$ cat config.mk
export PLATFORM = sky130hd
export DESIGN_NAME = if_byte_reader
export DESIGN_NICKNAME = d
export VERILOG_FILES = /design/src/rtl/if_byte_reader.sv
export SDC_FILE = /design/constraint.sdc
export NUM_CORES = 1
export LEC_CHECK = 0
export CAP_MARGIN = 20
export CORE_MARGIN = 2
export CORE_UTILIZATION = 35
export CTS_BUF_LIST = sky130_fd_sc_hd__clkbuf_16
export DETAILED_ROUTE_END_ITERATION = 16
export PLACE_DENSITY = 0.58
export SYNTH_ARGS = -nofsm -noshare
export SYNTH_HDL_FRONTEND = slang
export SYNTH_SLANG_ARGS = --single-unit
$ cat constraint.sdc
create_clock -name i_clk -period 1.9 [get_ports i_clk]
set_input_delay 0.38 -clock i_clk [delete_from_list [all_inputs] [get_ports i_clk]]
set_output_delay 0.38 -clock i_clk [all_outputs]
set_load 0.02 [all_outputs]
$ cat src/rtl/if_byte_reader.sv
// Reader endpoint for the shared 8-bit interface bus.
// Captures writer bytes through a valid/ready handshake into a
// small first-word-fall-through FIFO and hands them to the local
// consumer through a second valid/ready port.
//
// Ports:
//   i_clk      clock, all state changes on its rising edge
//   i_arst     synchronous active-high reset
//   en         block enable, low freezes all state
//   i_y_valid  writer presents a byte on i_y
//   i_y        bus data from the writer
//   o_y_ready  reader can accept a byte this cycle
//   o_b        head-of-FIFO byte to the consumer
//   o_b_valid  o_b holds a valid byte
//   i_b_ready  consumer takes o_b this cycle
//   o_count    FIFO occupancy, 0..DEPTH
//   o_ovf      sticky overflow flag, set on a write attempt while full
module if_byte_reader #(
  parameter  int DW    = 8,
  parameter  int DEPTH = 4,
  localparam int CW    = $clog2(DEPTH) + 1
) (
  input  logic          i_clk,
  input  logic          i_arst,
  input  logic          en,
  input  logic          i_y_valid,
  input  logic [DW-1:0] i_y,
  output logic          o_y_ready,
  output logic [DW-1:0] o_b,
  output logic          o_b_valid,
  input  logic          i_b_ready,
  output logic [CW-1:0] o_count,
  output logic          o_ovf
);

  localparam int AW = $clog2(DEPTH);
  localparam logic [CW-1:0] FULL = CW'(DEPTH);

  logic [DW-1:0] mem [DEPTH];
  logic [AW-1:0] wr_ptr;
  logic [AW-1:0] rd_ptr;
  logic [CW-1:0] count;
  logic          ovf;

  logic full;
  logic empty;
  logic push;
  logic pop;

  // Full/empty come only from the count; the pointers alone
  // cannot tell the two apart once they wrap.
  assign full  = (count == FULL);
  assign empty = (count == '0);

  // Ready never looks at i_y_valid, so no loop can form through
  // the writer.
  assign o_y_ready = en & ~full;
  assign o_b_valid = en & ~empty;

  assign push = i_y_valid & o_y_ready;
  assign pop  = o_b_valid & i_b_ready;

  // Head is shown regardless of valid; no bypass from i_y.
  assign o_b     = mem[rd_ptr];
  assign o_count = count;
  assign o_ovf   = ovf;

  always_ff @(posedge i_clk) begin
    if (i_arst) begin
      wr_ptr <= '0;
      rd_ptr <= '0;
      count  <= '0;
      ovf    <= 1'b0;
      for (int i = 0; i < DEPTH; i++) begin
        mem[i] <= '0;
      end
    end else begin
      if (push) begin
        mem[wr_ptr] <= i_y;
        wr_ptr      <= wr_ptr + AW'(1);
      end
      if (pop) begin
        rd_ptr <= rd_ptr + AW'(1);
      end
      unique case ({push, pop})
        2'b10:   count <= count + CW'(1);
        2'b01:   count <= count - CW'(1);
        default: count <= count;
      endcase
      // Any offer while full is recorded, even one that a same
      // cycle pop will make room for on the next edge.
      if (en && i_y_valid && full) begin
        ovf <= 1'b1;
      end
    end
  end

endmodule

==> impl_metrics.py <==
metrics = {
    "run_status": {
        "status": "finished with violations",
        "violations": "negative setup slack",
    },
    "floorplanning": {
        "die_area_sq_um": 6080,
        "core_sq_um": 5200,
        "die_x_um": 78.0,
        "initial_core_util": 0.368,
        "ioPinCount": 27,
        "die_h_um": 78.0,
        "std_cell_rows": 26,
    },
    "drt": {
        "ant_nets": 0,
        "vias": 1245,
        "drcViolationCount": 0,
        "vias_per_cell": 4.83,
        "dr.first_iter.drc_count": 57,
        "wl_mm": 3.94,
        "wl_per_cell_um": 15.3,
        "firstDrtPassIters": 4,
    },
    "worst_setup_path": {
        "crit_path_start_kind": "register",
        "path_depth": 9,
        "path_buf_inv": 2,
        "cp.required_ns": 2.11,
        "crit_path_end_kind": "register",
        "path_cells": "nor3b_4 -> nor2_2 -> inv_1 -> ha_2 -> inv_2 -> fa_2 -> xor2_1 -> or3_1 -> a21oi_1",
        "arrival_ns": 2.14,
        "cp_max_fo": 4,
        "worst-r2r-cell-count": 9,
        "critPathMaxStageDelay_ns": 0.36,
        "cp_slowest_cell": "dfxtp_4",
        "cpLargestDelayFamily": "simple AND/OR/NAND/NOR gates",
        "critical_path_class": "register to register",
    },
    "grt": {
        "grt_use_total": 0.142,
        "first_global_vias": 1327,
        "grt_max_degree": 18,
        "grt_pass1_wl_mm": 6.46,
        "overflow": 0,
        "antenna_found_initial": 0,
    },
    "synth": {
        "synth_fp_nets": 149,
        "synth_compound_area_frac": 0.0542,
        "yosysSeqAreaShare": 0.607,
        "syn_inst": 134,
        "synth_area_sq_um": 1910,
        "synthDistinctLibCells": 32,
        "synth_simple_gate_area_frac": 0.178,
        "yosysWarnings": 0,
        "muxShareOfSynthArea": 0.0941,
        "ys_seq_elements": 42,
        "synth_xor_xnor_area_share": 0.0137,
        "synth_top_family_by_area": "simple AND/OR/NAND/NOR gates",
        "syn_area_per_cell_sq_um": 14.3,
        "synthAdderAreaFrac": 0.0170,
    },
    "finish": {
        "fin_nets": 202,
        "mostFrequentLayoutCells": "32 x edfxtp_1, 22 x buf_4, 21 x and3_1",
        "drive_gt1_frac": 0.399,
        "fin_util": 0.501,
        "diodes": 0,
        "area_growth_pct": 36.3,
        "mostFrequentLayoutCell": "edfxtp_1",
    },
    "hold_path": {
        "hold_class": "register to register",
        "worst_hold_path.num_cells": 2,
    },
    "sta": {
        "min_period_ns": 1.93,
        "hold_viol_final": 0,
        "finClkSkew_ns": 0.00293,
        "drv_slew": 0,
        "worst_pin_slew_ns": 0.242,
        "slew_headroom": 0.838,
        "final.setup.worst_slack_ns": -0.0324,
        "final-setup-viol-count": 1,
        "rsz0062_at_grt": "true",
        "fin_crit_sh": 1.02,
        "timing.fmax_ghz": 0.517,
        "setup-tns-final_ns": -0.0324,
    },
    "power_and_ir_drop": {
        "power.leakage_nw": 1.10,
        "vdd_drop_max_v": 0.000336,
        "power_mw": 2.33,
        "powerDensity_nw_per_um2": 892,
        "p_sw_mw": 0.508,
        "pwr-share-seq": 0.457,
        "p_sw_frac": 0.218,
        "internal_power_mw": 1.82,
        "pwr-share-comb": 0.145,
        "clkPwrFrac": 0.398,
    },
    "clock_tree": {
        "cts_max_level": 2,
        "clkSinkCount": 42,
        "cts_root_buf": "clkbuf_16",
        "numCtsBuffers": 5,
        "insertion_delay_ns": 0.28,
        "path_clk_slew_ns": 0.06,
        "cts_tree": "yes",
        "clockBufferDepth": 2,
    },
    "placement": {
        "preCtsSetupSlack_ns": -0.474,
        "post-dp-hpwl_mm": 2.80,
        "gp_congestion": 0.712,
        "portBuffers": 26,
    },
    "run": {
        "drv_cap": 0,
    },
}
## cell type report
class | instances | area (sq um)
clock buffers | 5 | 125
clock inverters | 3 | 37.5
fillers | 461 | 2590
inverters | 5 | 18.8
multi-input cells | 80 | 704
flip-flops and latches | 42 | 1170
well taps | 70 | 87.6
repair buffers | 53 | 467
## power groups by stage
stage	clock [mW]	sequential (mW)	combinational, mW
final	0.927	1.06	0.338
after global routing	0.988	1.07	0.366
after CTS	0.944	1.06	0.346
after detailed placement	0	1.08	0.358
after global placement	0	1.08	0.351
after floorplan	0	1.09	0.166
## what timing repair did
action	in CTS	in global routing
setup endpoints to repair	12	4
resized for setup	39	4
buffers inserted	2	0
hold buffers	0	0
pin swaps	2	2
endpoints found under the hold margin	0	0
## cell usage after synthesis
| cell type | n | area share |
|---|---|---|
| xor2_1 | 2 | 0.0092 |
| nor3b_4 | 1 | 0.0098 |
| o21ai_0 | 2 | 0.0052 |
| nand3_1 | 1 | 0.0026 |
| dfxtp_1 | 10 | 0.10 |
| o2bb2ai_1 | 1 | 0.0046 |
| nor2_1 | 8 | 0.016 |
| edfxtp_1 | 32 | 0.50 |
| xnor2_1 | 1 | 0.0046 |
| inv_1 | 5 | 0.0098 |
| and2_2 | 8 | 0.031 |
| nor3_4 | 1 | 0.0085 |
| nand2b_1 | 2 | 0.0065 |
| o311a_2 | 1 | 0.0059 |
| a21oi_1 | 5 | 0.013 |
| ha_1 | 1 | 0.0065 |
| and2b_2 | 1 | 0.0046 |
| or3_1 | 2 | 0.0065 |
| clkbuf_1 | 2 | 0.0039 |
| fa_1 | 1 | 0.010 |
| nor3b_1 | 1 | 0.0039 |
| nor2b_1 | 2 | 0.0065 |
| nand2_1 | 1 | 0.0020 |
| buf_6 | 3 | 0.018 |
| and3_1 | 21 | 0.069 |
| a31o_2 | 1 | 0.0046 |
| buf_2 | 1 | 0.0026 |
| o31a_2 | 1 | 0.0052 |
| buf_1 | 1 | 0.0020 |
| a21o_1 | 4 | 0.016 |
| mux4_2 | 8 | 0.094 |
| and3_2 | 3 | 0.012 |
## cell families after synthesis
logic type,count (synthesis)
flops,42
compound gates,15
fa+ha+maj,2
mux,8
buf+inv,12
simple gates,52
xor+xnor,3
## registers in the layout, indices dropped and copies added (netlist names), named ones only
signal,count
wr_ptr,2
rd_ptr,2
o_count,3
o_ovf,1
mem,32
## through the flow
stage | instances | cell area [sq um] | hold slack, ns
floorplan | 134 | 1930 | 0.477
global placement | 248 | 2470 | 0.437
detailed placement | 248 | 2470 | 0.446
CTS | 258 | 2630 | 0.455
global route | 258 | 2610 | 0.480
finish | 258 | 2610 | 0.454
## routing by layer
layer,up-vias,share of wire,GRT usage
met5,-,0,0
met4,0,0.016,0.0667
met3,5,0.025,0.0302
met2,17,0.53,0.240
met1,616,0.43,0.175
li1,607,-,-
## worst register-to-register path: cells and delay by family (launching register included)
family,cells,cell delay [ns]
compound gates,1,0.12
xor+xnor,1,0.15
fa+ha+maj,2,0.51
buf+inv,2,0.10
flops,1,0.36
simple gates,3,0.64
## path summary, 6_finish.rpt
kind,from,end,slack (ns)
setup / recovery,o_count[0],o_count[2],-0.03
hold / removal,o_ovf,o_ovf,0.45
setup reg to reg,o_count[0],o_count[2],-0.03
hold reg to reg,o_ovf,o_ovf,0.45
Power figures use the tool's default switching activity.
==> RTL change: new RTL, same settings <==
Register the output `o_count` once more, cleared by the reset; this adds one clock of latency there. The other outputs are not delayed to match.
--- a/src/rtl/if_byte_reader.sv
+++ b/src/rtl/if_byte_reader.sv
@@ -62,7 +62,13 @@
 
   // Head is shown regardless of valid; no bypass from i_y.
   assign o_b     = mem[rd_ptr];
-  assign o_count = count;
+  always_ff @(posedge i_clk) begin
+    if (i_arst) begin
+      o_count <= '0;
+    end else begin
+      o_count <= count;
+    end
+  end
   assign o_ovf   = ovf;
 
   always_ff @(posedge i_clk) begin
Function: changed (Yosys sat finds a counterexample within 4 cycles, from zero or initial values and one cycle with i_arst high).
==> RTL change against the unedited design <==
  * Clock skew about the same
  * Routed wire length increased by 3.3%
  * Via count increased by 6.4%
  * Count of clock-buffer cells in the layout unchanged
  * Synthesized area increased by 4.4%
  * Design area increased by 3.2%
  * Sequential cell count increased by 3
  * Total power decreased by 1.7%
  * Setup slack improved by 0.051 ns
  * Largest cell class unchanged
==> RTL change: results (changes against the unedited design) <==
Status
  • Status: completed

Final layout
  • Synthesis-to-layout area growth: 34.7%
  • Regs by FF count: mem (32), count (3), o_count (3)
  • Nets: 209 (+3.5%)
  • Post-Layout Cell Count: 267 (+3.5%)
  • Layout filler cell count: 493 (+6.9%)
  • Layout cell share with drive strength beyond 1: 35.4% (-4.5 points)

Clock network
  • CTS buffer count: 5 (unchanged)
  • # H-tree levels: 2 (unchanged)
  • Clock network latency to the later pin of the worst-skew pair: 0.28 ns (about the same)

Power and ir drop
  • Maximum vdd drop: 0.446 mV (+33%)
  • Leakage: 1.14 nW (+3.8%)
  • Psw: 0.527 mW (+3.8%)

Synthesis
  • Post-synthesis sequential area ratio: 61.1% (+0.42 points)
  • Ys async rst share: 0% (unchanged)
  • Post-synth net total: 156 (+4.7%)
  • Synth cell count leaders: edfxtp_1, and3_1, dfxtp_1
  • Library cells used by synthesis: 34 (+6.3%)
  • Area contributors post-synth: edfxtp_1, dfxtp_1, mux4_2
  • Mapped Cells: 141 (+5.2%)
  • Main synth FF type: edfxtp_1

Detailed routing
  • Drt first pass iters: 4 (unchanged)
  • Vias: 1325 (+6.4%)
  • Iteration-0 DRC Markers: 49 (-14%)
  • Post-Route WL: 4070 um (+3.3%)

GRT
  • First-pass GRT wire length: 6590 um (+2.0%)
  • GRT Total Usage: 14.0% (-0.27 points)
  • Maximum number of pins on one net before global-route repair: 34 (+16)
  • Initial antenna violation count: 0 (unchanged)
  • Vias in the first global route: 1376 (+3.7%)

Critical path
  • Reg2Reg Launch Point: count[1]
  • CP arrival: 2.10 ns (-0.04 ns)
  • R2R Path End: count[2]
  • CP max-delay cell: or4_1
  • Max stage delay on crit path: 0.40 ns (+0.04 ns)
  • Worst Reg-to-Reg Cells: 9 (unchanged)

STA
  • Setup ws final: 0.0186 ns (+0.0510 ns)
  • Min Hold Slack: 0.456 ns (+0.00220 ns)
  • Slew Limit Headroom: 81.6% (-2.2 points)
  • Clock skew: 0.00291 ns (-0.0000137 ns)

Placement
  • Post-place setup slack: -0.509 ns (-0.0352 ns)
  • Dpl cell area: 0.00255 mm2 (+3.2%)
  • RePlAce Congestion: 0.728 (+2.2%)
  • Count of input and output buffers: 26 (unchanged)
  • HPWL after DPL: 2830 um (+1.1%)
  • Placed insts: 256 (+3.2%)

Worst hold path
  • Hold path depth: 2 (unchanged)
[RTL change: cell types whose count changed after synthesis, sizes merged]
cell	before	now
dfxtp	10	13
nor2	8	11
a21oi	5	3
nor2b	2	4
or3	2	0
buf	5	6
mux2	0	1
nand2	1	2
o21ai	2	1
or4	0	1
[RTL change: area by class of cell]
type                            instances  area [um2]  share of cell area [%]
Clock buffer                            5         125                    4.65
Clock inverter                          3        12.5                   0.465
Inverter                                5        18.8                   0.697
Multi-Input combinational cell         83         723                    26.9
Sequential cell                        45        1230                    45.6
Tap cell                               72        90.1                    3.35
Timing Repair Buffer                   54         494                    18.4
[RTL change: per-stage QoR]
step	TNS (ns)	total power [mW]
2_1_floorplan	-0.0964	1.33
3_3_place_gp	-2.67	1.50
3_5_place_dp	-3.16	1.51
4_1_cts	0	2.31
5_1_grt	-0.116	2.39
6_report	0	2.29
[RTL change: worst max-delay path by stage]
| stage | start | cells past startpoint | to |
|---|---|---|---|
| floorplan | count[0] | 9 | count[2] |
| CTS | count[1] | 9 | count[2] |
| finish | count[1] | 9 | count[2] |
| global route | count[2] | 9 | count[2] |
| global placement | en | 8 | count[2] |
| detailed placement | en | 8 | count[2] |
[RTL change: worst register-to-register path: cells and delay by family, from the launching register on]
family / cells / cell delay (ns)
buffers and inverters: 2 / 0.10
adder cells (fa/ha/maj): 2 / 0.47
AND/OR/NAND/NOR: 4 / 0.75
XOR/XNOR: 1 / 0.15
flip-flops: 1 / 0.35
[RTL change: logic make-up (layout without fill, tap and decap cells)]
kind of cell	after synthesis	count (layout)	share of synthesized area, %
mux	9	9	9.76
xor+xnor	3	3	1.31
fa+ha+maj	2	2	1.63
buf+inv	13	67	4.00
flops	45	45	61.1
simple gates	57	57	17.8
compound gates	12	12	4.44
[RTL change: metal layers]
layer	track usage, %	vias to the layer above	part of all wire, %
met4	5.34	0	1.9
met3	3.51	10	3.9
met1	16.4	651	41
li1	-	630	-
met2	24.5	34	53
met5	0	-	0
[RTL change: power by group through the flow]
stage | Clock [mW] | Combinational [mW] | Sequential [mW]
final | 0.805 | 0.348 | 1.13
after global routing | 0.869 | 0.376 | 1.14
after CTS | 0.828 | 0.351 | 1.13
after detailed placement | 0 | 0.361 | 1.15
after global placement | 0 | 0.350 | 1.15
after floorplan | 0 | 0.177 | 1.15
[RTL change: repair_timing]
action | in CTS | in global routing
resized for setup | 44 | 4
cloned | 0 | 0
buffers inserted | 2 | 1
pin swaps | 3 | 0
setup endpoints to repair | 12 | 4
